==> src/rtl/data_mem_arbiter.sv <==
// Two-port arbiter for the single-port data memory: round-robin on contention,
// bounded ownership lock for atomic read-modify-write, registered read return.
module data_mem_arbiter #(
  parameter int DATA_WIDTH = 32,
  parameter int MAX_LOCK   = 4
) (
  input  logic                  clk,
  input  logic                  rst_n,
  input  logic                  p0_req,
  input  logic                  p0_wen,
  input  logic                  p0_lock,
  input  logic [DATA_WIDTH-1:0] p0_addr,
  input  logic [DATA_WIDTH-1:0] p0_wdata,
  output logic                  p0_gnt,
  output logic                  p0_rvalid,
  output logic [DATA_WIDTH-1:0] p0_rdata,
  input  logic                  p1_req,
  input  logic                  p1_wen,
  input  logic                  p1_lock,
  input  logic [DATA_WIDTH-1:0] p1_addr,
  input  logic [DATA_WIDTH-1:0] p1_wdata,
  output logic                  p1_gnt,
  output logic                  p1_rvalid,
  output logic [DATA_WIDTH-1:0] p1_rdata,
  output logic [DATA_WIDTH-1:0] mem_addr,
  output logic                  mem_wen,
  output logic [DATA_WIDTH-1:0] mem_wdata,
  input  logic [DATA_WIDTH-1:0] mem_rdata
);

  typedef enum logic [1:0] {IDLE, LOCK0, LOCK1} state_t;

  localparam int CW = (MAX_LOCK > 1) ? $clog2(MAX_LOCK) : 1;
  localparam logic [CW-1:0] LOCK_LAST = CW'(MAX_LOCK - 1);

  state_t          state, state_nxt;
  logic            last;
  logic [CW-1:0]   lock_cnt, lock_cnt_nxt;
  logic            gnt0, gnt1;
  logic            any_gnt, win_lock;

  // last holds the previous winner, so a tie goes to the other port; reset forces grants off
  always_comb begin
    gnt0 = 1'b0;
    gnt1 = 1'b0;
    if (rst_n) begin
      case (state)
        IDLE: begin
          if (p0_req && p1_req) begin
            gnt0 = last;
            gnt1 = !last;
          end else begin
            gnt0 = p0_req;
            gnt1 = p1_req;
          end
        end
        LOCK0:   gnt0 = p0_req;
        LOCK1:   gnt1 = p1_req;
        default: ;
      endcase
    end
  end

  assign p0_gnt   = gnt0;
  assign p1_gnt   = gnt1;
  assign any_gnt  = gnt0 | gnt1;
  assign win_lock = gnt0 ? p0_lock : p1_lock;

  assign mem_addr  = gnt0 ? p0_addr  : (gnt1 ? p1_addr  : '0);
  assign mem_wdata = gnt0 ? p0_wdata : (gnt1 ? p1_wdata : '0);
  assign mem_wen   = (gnt0 & p0_wen) | (gnt1 & p1_wen);

  // In a lock state the only grant possible is to the owner, so no grant means it dropped req
  always_comb begin
    state_nxt    = state;
    lock_cnt_nxt = lock_cnt;
    case (state)
      IDLE: begin
        if (any_gnt && win_lock && (MAX_LOCK > 1)) begin
          state_nxt    = gnt0 ? LOCK0 : LOCK1;
          lock_cnt_nxt = CW'(1);
        end
      end
      LOCK0, LOCK1: begin
        if (!any_gnt || !win_lock || (lock_cnt == LOCK_LAST)) begin
          state_nxt    = IDLE;
          lock_cnt_nxt = '0;
        end else begin
          lock_cnt_nxt = lock_cnt + CW'(1);
        end
      end
      default: begin
        state_nxt    = IDLE;
        lock_cnt_nxt = '0;
      end
    endcase
  end

  always_ff @(posedge clk or negedge rst_n) begin
    if (!rst_n) begin
      state    <= IDLE;
      last     <= 1'b1;
      lock_cnt <= '0;
    end else begin
      state    <= state_nxt;
      lock_cnt <= lock_cnt_nxt;
      if (gnt0)      last <= 1'b0;
      else if (gnt1) last <= 1'b1;
    end
  end

  // rdata is held between reads; rvalid pulses only in the cycle after a granted read
  always_ff @(posedge clk or negedge rst_n) begin
    if (!rst_n) begin
      p0_rvalid <= 1'b0;
      p1_rvalid <= 1'b0;
      p0_rdata  <= '0;
      p1_rdata  <= '0;
    end else begin
      p0_rvalid <= gnt0 & !p0_wen;
      p1_rvalid <= gnt1 & !p1_wen;
      if (gnt0 && !p0_wen) p0_rdata <= mem_rdata;
      if (gnt1 && !p1_wen) p1_rdata <= mem_rdata;
    end
  end

endmodule
==> config.mk <==
export PLATFORM = sky130hd
export DESIGN_NAME = data_mem_arbiter
export DESIGN_NICKNAME = d
export VERILOG_FILES = /design/src/rtl/data_mem_arbiter.sv
export SDC_FILE = /design/constraint.sdc
export NUM_CORES = 1
export LEC_CHECK = 0
export BUFFER_PORTS_ARGS = -buffer_cell sky130_fd_sc_hd__buf_2
export CAP_MARGIN = 20
export CORE_AREA = 2 2 118 120
export DETAILED_ROUTE_END_ITERATION = 6
export DIE_AREA = 0 0 120 122
export HOLD_SLACK_MARGIN = 0.15
export MAX_ROUTING_LAYER = met4
export SYNTH_ARGS = -nofsm -noshare
export SYNTH_HDL_FRONTEND = slang
export SYNTH_SLANG_ARGS = --single-unit
==> constraint.sdc <==
create_clock -name clk -period 3.05 [get_ports clk]
set_input_delay 0 -clock clk [delete_from_list [all_inputs] [get_ports clk]]
set_output_delay 0 -clock clk [all_outputs]
set_load 0.01 [all_outputs]
==> flow_summary.ini <==
[outcome]
status = finished clean

[cells_and_area]
drive_above_1_share_pct = 60.7
area_growth_pct = 61.5
n_fill_cell = 1306
utilization_pct = 44.7
nets = 777

[place]
pre_cts_ws_ns = 0.553
place_congestion = 1.08
hpwlAfterDp_mm = 12.6
numPortBuffers = 300

[synth]
seq_area_frac_synth_pct = 47.5
syn_area_mm2 = 0.00374
synth_warnings = 0
syn_area_per_cell_um2 = 14.0
syn_nets = 441
ys_ff_latch = 71
syn_inst = 267
yosysUniqueCellTypes = 36

[critical_path]
end_kind = output port
worstRegToRegCells = 7
rrSetupSlack_ns = 0.70
r2r_start = state[1]
worstPathCellList = inv_1, ha_1, a31oi_2, or2_4, nor2_8, buf_4, a22o_1, buf_2
startpoint_type = flip-flop
worstPathArrival_ns = 2.74
crit_slowest_cell = dfrtp_1
cp.required_ns = 3.05
path_max_fanout = 27
startpoint = state[1]
crit_type = flip-flop to output port
r2r-end = p1_rdata[17]
critPathMaxStageDelay_ns = 0.43

[grt]
grt_pass1_wl_mm = 22.1
antenna_found_initial = 5
grt_start_max_net_pins = 68
grtUsageTotal_pct = 20.8
grt_pass1_vias = 3912
grt_overflow_total = 0

[drt]
routed_wl_mm = 15.5
vias = 3771
drt_iter0_markers = 124
dr.pass1.iters = 4
wl_per_cell_um = 19.6
vias_per_cell = 4.76
antenna_left = 0
drc_errors = 0

[timing]
finClkSkew_ns = 0.00786
slew_viol_final = 0
finalWorstSetupSlack_ns = 0.308
hold_viol_final = 0
slew_headroom_pct = 48.4
fin_crit_sh_pct = 89.9
tightest_slew_ns = 0.774
rsz0062_at_grt = false
setup_viol = 0
whs_ns = 0.192
setup_tns_ns = 0
fin_crit_ns = 2.74
fmax_mhz = 365

[clocking]
cts-root-buf = clkbuf_16
cts_max_level = 3
cts_buffers = 9
clkSinkCount = 71
clockBufferDepth = 2
clkTransAtPathRegs_ns = 0.05
clock_latency_ns = 0.33
cts_tree = built

[die]
ios = 301
start_util_pct = 27.7
die-area_mm2 = 0.0146
fp.dieW_um = 120
rows = 43
core_area_mm2 = 0.0135
dieHeight_um = 122

[min_path]
min_path_cells = 5
hold_path.class = input pin to flip-flop
whs_endpoint = state[1]
worst_hold_startpoint = p1_lock

[power_and_ir_drop]
p_total_mw = 4.92
ir_worst_vdd_mv = 0.410
p_leak_nw = 3.22
power_density_mw_per_mm2 = 815

[run]
maxCapViolCount = 0
[synth_stat cells]
cell	number	area, µm²
ha_1	6	75.1
nor2_8	2	40.0
nor2b_1	2	12.5
mux2_4	29	435
buf_4	4	30.0
o211ai_1	3	22.5
a211o_1	1	8.76
o21ai_1	1	5.00
mux2_1	29	327
a31oi_2	1	12.5
nand3_1	2	10.0
nor3b_1	1	7.51
nand2b_1	2	12.5
inv_1	3	11.3
inv_2	1	3.75
buf_2	3	15.0
dfstp_2	1	26.3
or2_4	1	8.76
o22ai_1	1	6.26
mux2_2	6	67.6
mux2i_1	1	10.0
or2_2	1	6.26
or4b_1	1	10.0
a22o_1	65	569
a311oi_2	1	15.0
o21a_1	1	7.51
nor2_4	1	11.3
a31oi_1	1	6.26
nand2_1	7	26.3
nor3_1	1	5.00
a31o_1	1	8.76
dfrtp_1	70	1750
buf_6	13	146
nand3b_1	1	7.51
nand4_1	2	12.5
nand3_2	1	10.0
[sequential cells by signal (all words and copies together), names as in the netlist]
name / cells
lock_cnt: 2
p0_rdata: 32
p1_rvalid: 1
last: 1
p0_rvalid: 1
state: 2
p1_rdata: 32
[critical path, delay by kind of cell, from the launching register on]
| family | cells | cell delay (ns) |
|---|---|---|
| adders and majority gates | 1 | 0.36 |
| DFF | 1 | 0.43 |
| and+or+nand+nor | 2 | 0.64 |
| buffers and inverters | 3 | 0.60 |
| AOI/OAI and AO/OA | 2 | 0.36 |
[stage by stage]
step,instances,cell area [µm²]
after floorplan,267,3740
after global placement,735,5350
after detailed placement,735,5350
after CTS,788,6030
after global routing,792,6040
final,792,6040
[worst max-delay path by stage]
stage / endpoint / slack, ns
2_1_floorplan: p1_rdata[0] / 1.13
3_3_place_gp: mem_addr[7] / 0.64
3_5_place_dp: mem_addr[7] / 0.55
4_1_cts: mem_addr[7] / 0.20
5_1_grt: mem_addr[9] / 0.15
6_report: mem_addr[9] / 0.31
[power by group]
group	switching, mW	leakage [nW]	internal (mW)
Sequential	0.249	0.858	1.40
Clock	0.397	0.145	0.657
Combinational	1.08	2.22	1.14
[per-layer routing]
metal	part of all wire [%]	wire length, µm	GRT usage, %	up-vias
met5	0	0	-	-
met4	5.0	776	13.1	0
met3	7.3	1140	5.66	38
met2	54	8310	36.9	204
met1	34	5290	20.0	1829
li1	-	-	-	1700
[placed cells by master, fill, tap and decap left out, types with 2 or more instances in the layout]
cell,instances
dfrtp_1,70
ha_1,6
clkinvlp_4,2
nand3_1,2
a22o_1,65
nand2_1,7
nor2_8,2
o211ai_1,3
nand4_1,2
inv_1,3
dlygate4sd3_1,37
buf_2,299
mux2_1,29
buf_4,7
clkbuf_16,9
mux2_2,6
nor2b_1,2
mux2_4,29
diode_2,4
nand2b_1,2
[timing repair]
action | 4_1_cts | 5_1_grt
endpoints found under the setup margin | 0 | 1
setup buffers | 0 | 0
hold endpoints to repair | 138 | 0
hold buffers | 37 | 0
resized for setup | 0 | 1
[cell families (layout without fill, tap and decap cells)]
kind of cell,count (synthesis),count (layout),synth area share (%)
flip-flops,71,71,47.5
buffers and inverters,24,365,5.52
multiplexers,65,65,22.4
AO/OA/AOI/OAI,76,76,17.7
adder cells (fa/ha/maj),6,6,2.01
AND/OR/NAND/NOR,25,25,4.82
other,0,4,0
[area by class of cell]
| class | count | area (µm²) | area share (%) |
|---|---|---|---|
| antenna | 4 | 10.0 | 0.166 |
| clock buffer | 10 | 239 | 3.96 |
| clock inverter | 6 | 67.6 | 1.12 |
| inverter | 4 | 15.0 | 0.248 |
| multi-input combinational | 172 | 1760 | 29.1 |
| sequential | 71 | 1780 | 29.4 |
| tap | 180 | 225 | 3.73 |
| timing repair buffer | 345 | 1950 | 32.3 |
(Power assumes the default switching activity.)
